`src/rtl/mem_arb_pkg.sv`:
```
// Shared types and defaults for the memory burst arbiter.
package mem_arb_pkg;

  typedef enum logic [2:0] {
    IDLE,
    CMD,
    RDATA,
    WDATA,
    DONE
  } mem_arb_state_e;

  typedef enum logic {
    ICACHE,
    DCACHE
  } mem_master_e;

  localparam int DEF_READ_BURST_LEN  = 8;
  localparam int DEF_WRITE_BURST_LEN = 8;

  // Counter must hold indices up to the longer burst; never narrower than 1 bit.
  function automatic int beat_cnt_w(input int rd_len, input int wr_len);
    int m;
    m = (rd_len > wr_len) ? rd_len : wr_len;
    return (m > 1) ? $clog2(m) : 1;
  endfunction

endpackage

```
`src/rtl/mem_arb_rr2.sv`:
```
// Two-way round-robin picker; last_grant advances only when update is enabled.
module mem_arb_rr2
  import mem_arb_pkg::*;
(
  input  logic clk_i,
  input  logic rst_n_i,
  input  logic i_req_i,
  input  logic d_req_i,
  input  logic upd_en_i,
  input  logic upd_dcache_i,
  output logic pick_dcache_o
);

  mem_master_e last_grant_q;

  always_ff @(posedge clk_i) begin
    if (!rst_n_i) begin
      last_grant_q <= ICACHE;
    end else if (upd_en_i) begin
      last_grant_q <= upd_dcache_i ? DCACHE : ICACHE;
    end
  end

  // On a tie the master that was not served last wins.
  assign pick_dcache_o = d_req_i & (~i_req_i | (last_grant_q == ICACHE));

endmodule

```
`src/rtl/mem_burst_arbiter.sv`:
```
// Shares one memory burst port between icache refill and dcache refill/writeback,
// holding the grant for a full fixed-length burst.
module mem_burst_arbiter
  import mem_arb_pkg::*;
#(
  parameter int DATA_ADDR_WIDTH = 32,
  parameter int DATA_WIDTH      = 32,
  parameter int READ_BURST_LEN  = DEF_READ_BURST_LEN,
  parameter int WRITE_BURST_LEN = DEF_WRITE_BURST_LEN
) (
  input  logic                       sys_clk,
  input  logic                       sys_rst_n,
  input  logic                       i_req,
  input  logic [DATA_ADDR_WIDTH-1:0] i_addr,
  output logic [DATA_WIDTH-1:0]      i_rdata,
  output logic                       i_rvalid,
  output logic                       i_done,
  input  logic                       d_req,
  input  logic                       d_we,
  input  logic [DATA_ADDR_WIDTH-1:0] d_addr,
  input  logic [DATA_WIDTH-1:0]      d_wdata,
  input  logic                       d_wvalid,
  output logic                       d_wready,
  output logic [DATA_WIDTH-1:0]      d_rdata,
  output logic                       d_rvalid,
  output logic                       d_done,
  output logic                       mem_req,
  output logic                       mem_we,
  output logic [DATA_ADDR_WIDTH-1:0] mem_addr,
  input  logic                       mem_ack,
  output logic [DATA_WIDTH-1:0]      mem_wdata,
  output logic                       mem_wvalid,
  input  logic                       mem_wready,
  input  logic [DATA_WIDTH-1:0]      mem_rdata,
  input  logic                       mem_rvalid
);

  localparam int CNT_W = beat_cnt_w(READ_BURST_LEN, WRITE_BURST_LEN);
  localparam logic [CNT_W-1:0] RD_LAST = CNT_W'(READ_BURST_LEN - 1);
  localparam logic [CNT_W-1:0] WR_LAST = CNT_W'(WRITE_BURST_LEN - 1);

  mem_arb_state_e             state_q;
  mem_master_e                gnt_q;
  logic [CNT_W-1:0]           cnt_q;
  logic [CNT_W-1:0]           cnt_d;
  logic                       mem_req_q;
  logic                       mem_we_q;
  logic [DATA_ADDR_WIDTH-1:0] mem_addr_q;
  logic                       i_done_q;
  logic                       d_done_q;
  logic                       pick_dcache;
  logic                       rd_act;
  logic                       wr_act;
  logic                       gnt_d;

  mem_arb_rr2 u_rr2 (
    .clk_i        (sys_clk),
    .rst_n_i      (sys_rst_n),
    .i_req_i      (i_req),
    .d_req_i      (d_req),
    .upd_en_i     ((state_q == CMD) & mem_ack),
    .upd_dcache_i (gnt_d),
    .pick_dcache_o(pick_dcache)
  );

  assign gnt_d = (gnt_q == DCACHE);
  assign cnt_d = cnt_q + CNT_W'(1);

  always_ff @(posedge sys_clk) begin
    if (!sys_rst_n) begin
      state_q    <= IDLE;
      gnt_q      <= ICACHE;
      cnt_q      <= '0;
      mem_req_q  <= 1'b0;
      mem_we_q   <= 1'b0;
      mem_addr_q <= '0;
      i_done_q   <= 1'b0;
      d_done_q   <= 1'b0;
    end else begin
      case (state_q)
        IDLE: begin
          if (i_req | d_req) begin
            gnt_q      <= pick_dcache ? DCACHE : ICACHE;
            mem_req_q  <= 1'b1;
            mem_we_q   <= pick_dcache & d_we;
            mem_addr_q <= pick_dcache ? d_addr : i_addr;
            state_q    <= CMD;
          end
        end
        CMD: begin
          if (mem_ack) begin
            mem_req_q <= 1'b0;
            cnt_q     <= '0;
            state_q   <= mem_we_q ? WDATA : RDATA;
          end
        end
        RDATA: begin
          if (mem_rvalid) begin
            cnt_q <= cnt_d;
            if (cnt_q == RD_LAST) begin
              state_q  <= DONE;
              i_done_q <= ~gnt_d;
              d_done_q <= gnt_d;
            end
          end
        end
        WDATA: begin
          if (d_wvalid & mem_wready) begin
            cnt_q <= cnt_d;
            if (cnt_q == WR_LAST) begin
              state_q  <= DONE;
              d_done_q <= 1'b1;
            end
          end
        end
        DONE: begin
          i_done_q <= 1'b0;
          d_done_q <= 1'b0;
          state_q  <= IDLE;
        end
        default: state_q <= IDLE;
      endcase
    end
  end

  // Data steering is gated by state so stray beats outside a burst never leak through.
  assign rd_act     = (state_q == RDATA);
  assign wr_act     = (state_q == WDATA);

  assign i_rdata    = rd_act ? mem_rdata : '0;
  assign d_rdata    = rd_act ? mem_rdata : '0;
  assign i_rvalid   = rd_act & mem_rvalid & ~gnt_d;
  assign d_rvalid   = rd_act & mem_rvalid & gnt_d;

  assign mem_wdata  = wr_act ? d_wdata : '0;
  assign mem_wvalid = wr_act & d_wvalid;
  assign d_wready   = wr_act & mem_wready;

  assign mem_req    = mem_req_q;
  assign mem_we     = mem_we_q;
  assign mem_addr   = mem_addr_q;
  assign i_done     = i_done_q;
  assign d_done     = d_done_q;

endmodule
```
`config.mk`:
```
export PLATFORM = sky130hd
export DESIGN_NAME = mem_burst_arbiter
export DESIGN_NICKNAME = d
export VERILOG_FILES = /design/src/rtl/mem_arb_pkg.sv /design/src/rtl/mem_arb_rr2.sv /design/src/rtl/mem_burst_arbiter.sv
export SDC_FILE = /design/constraint.sdc
export NUM_CORES = 1
export LEC_CHECK = 0
export CORE_AREA = 2 2 105 107
export CTS_BUF_LIST = sky130_fd_sc_hd__clkbuf_16
export DETAILED_ROUTE_END_ITERATION = 7
export DIE_AREA = 0 0 107 109
export GPL_ROUTABILITY_DRIVEN = 0
export PLACE_DENSITY_LB_ADDON = 0.1
export SLEW_MARGIN = 20
export SYNTH_ARGS = -nofsm -noshare
export SYNTH_HDL_FRONTEND = slang
export SYNTH_SLANG_ARGS = --single-unit
```
`constraint.sdc`:
```
create_clock -name sys_clk -period 4.4 [get_ports sys_clk]
set_clock_uncertainty 0.2 [all_clocks]
set_input_delay 0.66 -clock sys_clk [delete_from_list [all_inputs] [get_ports sys_clk]]
set_output_delay 0.66 -clock sys_clk [all_outputs]
set_load 0.03 [all_outputs]
```
==> impl_metrics.csv, run 1 <==
group,metric,value,unit
outcome,outcome,"completed",
sta,fmax,318,MHz
drt,drtAntennaViolNets,0,
global_route,grt_pass1_vias,3034,
cts,clk_pin_slew,0.06,ns
synthesis,synth_compound_area_share,17.0,%
synthesis,synthCells,328,
synthesis,synth.most_common_cell,"and3_1",
sta,fin_setup_tns,0,ns
global_route,grt_pass1_wl,15700,um
setup_path,end_kind,"output pin",
synthesis,synth_xor_area_share,0,%
floorplanning,initial_utilization,27.8,%
sta,hold_viol,0,
sta,timing.final.crit_period,3.14,ns
synthesis,synth-edff-count,0,
drt,avgRoutedWirePerCell,15.1,um
sta,setup_violations,0,
synthesis,synth_seq_area_share,29.8,%
cts,clock-sinks,44,
placement,hpwl,8570,um
sta,fin_crit_sh,71.4,%
synthesis,syn_area,2950,um2
power,sequentialPowerShare,22.5,%
placement,portBuffers,272,
floorplanning,die_area,11700,um2
setup_path,critPathKind,"register to output pin",
floorplanning,fp.dieW,107,um
setup_path,critical_path_arrival,2.28,ns
power,power,2.59,mW
cts,postCtsSetupRepairBufs,0,
sta,slew_viol_final,0,
drt,drt_first_pass_iters,4,
global_route,grt_max_degree,48,
layout,syn_to_final_growth,89.9,%
drt,via_count,3210,
floorplanning,core-area,10600,um2
sta,worst_pin_slew,0.979,ns
global_route,overflow,0,
drt,drt_drc_violations_left,0,
min_path,hp-class,"register to register",
global_route,antenna_found_initial,0,
synthesis,synth_nets,467,
synthesis,yosys.area_share.simple,25.3,%
cts,numCtsBuffers,5,
setup_path,path_cells,"nor2b_4 -> buf_4 -> and3_1 -> clkdlybuf4s50_1",
synthesis,synth.distinct_cells,40,
floorplanning,num_rows,38,
drt,via_per_inst,4.64,
drt,drtIter0Drc,127,
layout,nNetsFinal,690,
cts,cts_resized,0,
synthesis,async_reset_ff_share,0,%
cts,clockRootBuffer,"clkbuf_16",
cts,cts_tree,"yes",
synthesis,syn_avg_cell_area,9.00,um2
setup_path,cp_data_required_time,3.54,ns
synthesis,ys_ff_latch,44,
synthesis,ys.flop_type,"dfxtp_1",
setup_path,cpMaxStageDelayCell,"clkdlybuf4s50_1",
power,irDropWorstVdd,219,uV
drt,wl,10400,um
sta,rsz0062_at_grt,"no",
global_route,grt_usage,16.9,%
layout,diodes,0,
synthesis,synth_top_family_by_area,"simple AND/OR/NAND/NOR gates",
synthesis,synth_mux_area_share,11.5,%
setup_path,worstPathMaxFanout,47,
job,drv_cap,0,
power,p_int,1.43,mW
setup_path,cp-start-kind,"register",
cts,clk-insertion-delay-late,0.28,ns
cts,cts_hold_buf,0,
synthesis,yosysWarnings,0,
power,power_frac_clock,13.7,%
power,power.switching,1.16,mW
power,switching_share,44.9,%
floorplanning,die_y,109,um
power,comb_power_share,63.7,%
synthesis,yosysTopAreaCell,"dfxtp_1",
setup_path,cpPeakStageDelay,0.71,ns
synthesis,synthAdderAreaFrac,0.848,%
power,total_leakage_power,2.65,nW
synthesis,synth.area.top_cells,"dfxtp_1 (30%), and3_1 (15%), mux2i_1 (12%)",
cts,clock_path_buffers,2,
floorplanning,pin_count,273,
cts,htree_num_levels,2,
sta,relSlewSlack,34.5,%
synthesis,synth.top_cells.by_count,"and3_1 (69), dfxtp_1 (44), nand2_1 (35)",
synthesis,synth.top_cell.area_share,29.8,%
power,powerDensity,462,nW/um2
layout,drive_above_1_share,4.17,%
## routing by layer
layer  wire, um  GRT usage (%)
met1       3760           18.3
met2       5710           32.6
met3        861           4.78
met4         89           3.71
met5          0              0
## logic make-up (layout without fill, tap and decap cells)
kind of cell,count (synthesis),count (layout)
and+or+nand+nor,128,128
DFF,44,44
adders and majority gates,2,2
buffers and inverters,65,289
AOI/OAI and AO/OA,55,55
muxes,34,34
## power groups by stage
| stage | Clock [mW] | Sequential [mW] | Combinational (mW) |
|---|---|---|---|
| floorplan | 0 | 0.787 | 0.906 |
| global placement | 0 | 0.586 | 1.65 |
| global route | 0.381 | 0.601 | 1.77 |
| detailed placement | 0 | 0.592 | 1.66 |
| finish | 0.356 | 0.584 | 1.65 |
| CTS | 0.365 | 0.586 | 1.67 |
## flip-flops by register name, summed over array words and instances (netlist names)
name,cells
gnt_d,1
u_rr2.last_grant_q,1
cnt_q,3
i_done,1
mem_req,1
mem_we,1
state_q,3
d_done,1
mem_addr,32
## metrics by stage
stage                     utilization (%)  worst slack, ns  instances  instance area, um2  hold WS [ns]
after floorplan                         -             2.05        328                2950         0.248
after global placement               51.5             1.47        684                5460         0.259
after detailed placement             51.5             1.45        684                5460         0.284
after global routing                 52.9             1.16        692                5610         0.310
final                                52.9             1.26        692                5610         0.285
after CTS                            52.9             1.28        692                5610         0.293
## placed cells by master, fill, tap and decap left out, types with 2 or more instances in the layout
master / n
inv_1: 3
o211ai_1: 3
nand3_1: 2
o21a_1: 3
nor3_1: 2
nand2b_1: 3
o21ai_0: 3
nand2_1: 35
o211a_1: 32
nor2_1: 3
and3_1: 69
nand3_4: 2
clkbuf_16: 5
dfxtp_1: 44
clkdlybuf4s50_1: 272
nor2b_1: 6
ha_1: 2
mux2i_1: 34
a21boi_1: 3
buf_4: 8
## layout make-up
| class | count | area, um2 |
|---|---|---|
| well taps | 140 | 175 |
| fillers | 1022 | 5000 |
| repair buffers | 280 | 2780 |
| inverters | 1 | 3.75 |
| clock inverters | 3 | 16.3 |
| flip-flops and latches | 44 | 881 |
| clock buffers | 5 | 125 |
| multi-input cells | 219 | 1620 |
## worst max-delay path, delay by kind of cell (launching register included)
kind / cells / cell delay (ns)
DFF: 1 / 0.50
and+or+nand+nor: 2 / 0.45
buffers and inverters: 2 / 1.05
## path summary, 6_finish.rpt
| kind | startpoint | to | slack [ns] | cells past startpoint |
|---|---|---|---|---|
| setup / recovery | state_q[1] | d_rdata[21] | 1.26 | 4 |
| hold / removal | cnt_q[1] | cnt_q[1] | 0.29 | 2 |
| setup reg to reg | state_q[0] | mem_addr[14] | 2.11 | 6 |
| hold reg to reg | cnt_q[1] | cnt_q[1] | 0.29 | 2 |
Note: power is estimated with default switching activity, not from simulation.
==> run 2: changes to the inputs <==
Settings changed: CORE_AREA 2 2 105 107 to 2 2 107 109, DIE_AREA 0 0 107 109 to 0 0 109 111.
Clock period 4.4 ns to 3.21 ns, I/O delays scaled along.
==> run 2 against run 1 <==
Compared with the run above: largest cell class unchanged; sequential power up 37%; via count unchanged; critical path depth is the same; core utilization down 2.1 points; clock power up 37%; flip-flop and latch count did not move; count of clock-buffer cells in the layout is the same; worst hold slack got worse by 0.0084 ns; sequential share of layout area is essentially flat; design area up 0.31%; first-iteration DRC count grew 25%.
==> impl_metrics.csv, run 2 (synthesis gave the netlist of run 1 again) <==
group,metric,value,unit
drt,via_count,3210,
cts,clock_path_buffers,2,
setup_path,end_kind,"output pin",
setup_path,cp-start-kind,"register",
cts,clk-insertion-delay-late,0.28,ns
layout,final_cell_mix,"clkdlybuf4s50_1 (272), and3_1 (69), dfxtp_1 (44)",
sta,fmax,345,MHz
placement,portBuffers,272,
placement,hpwl,8400,um
power,p_int,1.98,mW
sta,slew_viol_final,0,
power,power,3.57,mW
min_path,hold_end,"cnt_q[2]",
setup_path,rr_endpoint,"mem_addr[18]",
global_route,grt_pass1_vias,2984,
sta,hold_ws,0.277,ns
floorplanning,die_y,111,um
sta,rsz0062_at_grt,"no",
cts,postCtsSetupRepairBufs,0,
placement,dpl_cell_area,5490,um2
floorplanning,die_area,12100,um2
outcome,outcome,"completed",
layout,largest_reg_flops,32,
power,comb_power_share,64.0,%
power,switching_share,44.6,%
sta,hold_viol,0,
cts,cts_hold_buf,0,
drt,drt_first_pass_iters,4,
layout,nNetsFinal,689,
cts,htree_num_levels,2,
floorplanning,initial_utilization,26.6,%
setup_path,cp_data_required_time,2.53,ns
power,power.switching,1.59,mW
cts,clockRootBuffer,"clkbuf_16",
global_route,grt_usage,16.5,%
drt,drt_drc_violations_left,0,
drt,drtIter0Drc,159,
power,sequentialPowerShare,22.4,%
cts,clk_pin_slew,0.06,ns
sta,layout_setup_ws,0.312,ns
placement,pre_cts_ws,0.622,ns
drt,drtAntennaViolNets,0,
setup_path,cpPeakStageDelay,0.69,ns
sta,worst_pin_slew,0.777,ns
setup_path,worstPathMaxFanout,34,
sta,timing.final.crit_period,2.90,ns
setup_path,critPathKind,"register to output pin",
setup_path,r2r_setup_slack,1.07,ns
power,powerDensity,634,nW/um2
cts,cts_tree,"yes",
sta,fin_setup_tns,0,ns
floorplanning,num_rows,39,
setup_path,cpMaxStageDelayCell,"clkdlybuf4s50_1",
power,total_leakage_power,2.65,nW
power,power_frac_clock,13.6,%
setup_path,path_cells,"nor2b_4 -> buf_4 -> and3_1 -> clkdlybuf4s50_1",
layout,n_fill_cell,1058,
drt,via_per_inst,4.63,
sta,fin_crit_sh,90.3,%
drt,wl,10500,um
floorplanning,core-area,11100,um2
layout,layout_commonest_cell,"clkdlybuf4s50_1",
setup_path,critical_path_arrival,2.22,ns
floorplanning,pin_count,273,
min_path,holdPathStages,2,
layout,syn_to_final_growth,90.5,%
cts,clock-sinks,44,
drt,avgRoutedWirePerCell,15.1,um
layout,drive_above_1_share,4.18,%
cts,numCtsBuffers,5,
min_path,hp-class,"register to register",
global_route,antenna_found_initial,0,
setup_path,startpoint,"state_q[1]",
power,irDropWorstVdd,274,uV
setup_path,rr_startpoint,"state_q[0]",
floorplanning,fp.dieW,109,um
layout,finish.instance_area,5620,um2
global_route,overflow,0,
cts,cts_resized,0,
min_path,hp-start,"cnt_q[2]",
setup_path,crit_family,"buffers and inverters",
setup_path,ff2ff_path_depth,6,
global_route,grt_pass1_wl,15700,um
layout,diodes,0,
job,drv_cap,0,
setup_path,crit_buf_inv,2,
sta,relSlewSlack,48.2,%
global_route,grt_max_degree,48,
sta,setup_violations,0,
## run 2: worst max path at each step
| stage | to | slack (ns) | depth (start not counted) |
|---|---|---|---|
| finish | d_rdata[6] | 0.31 | 4 |
| global route | d_rdata[6] | 0.22 | 4 |
| floorplan | i_rdata[10] | 1.04 | 5 |
| global placement | d_rvalid | 0.64 | 3 |
| detailed placement | d_rdata[6] | 0.62 | 4 |
| CTS | d_rdata[6] | 0.31 | 4 |
## run 2: tightest hold or removal path: cells and delay by family (launching register included)
| family | cells | cell delay [ns] |
|---|---|---|
| AO/OA/AOI/OAI | 1 | 0.05 |
| flip-flops | 1 | 0.31 |
| AND/OR/NAND/NOR | 1 | 0.06 |
## run 2: stage by stage
| stage | util (%) | std cells |
|---|---|---|
| 3_3_place_gp | 49.5 | 686 |
| 4_1_cts | 50.8 | 693 |
| 6_report | 50.8 | 693 |
| 5_1_grt | 50.8 | 693 |
| 2_1_floorplan | - | 328 |
| 3_5_place_dp | 49.5 | 686 |
## run 2: cell type report
| class | instances | area, um2 | area share (%) |
|---|---|---|---|
| multi-input combinational | 219 | 1620 | 28.8 |
| timing repair buffer | 279 | 2800 | 49.8 |
| inverter | 1 | 3.75 | 0.0668 |
| sequential | 44 | 881 | 15.7 |
| clock buffer | 5 | 125 | 2.23 |
| tap | 143 | 179 | 3.18 |
| clock inverter | 2 | 12.5 | 0.223 |
## run 2: per-layer routing
layer  track usage (%)  vias up  routed length (um)
met5                 0        -                   0
met4              5.56        0                 223
met3              4.82       14                1070
met2              30.4      154                5460
met1              17.4     1455                3720
li1                  -     1587                   -
## run 2: power groups by stage
stage	Combinational, mW	Clock [mW]	Sequential, mW
3_3_place_gp	2.28	0	0.803
6_report	2.28	0.487	0.798
2_1_floorplan	1.24	0	1.08
5_1_grt	2.44	0.523	0.822
4_1_cts	2.30	0.505	0.800
3_5_place_dp	2.30	0	0.807
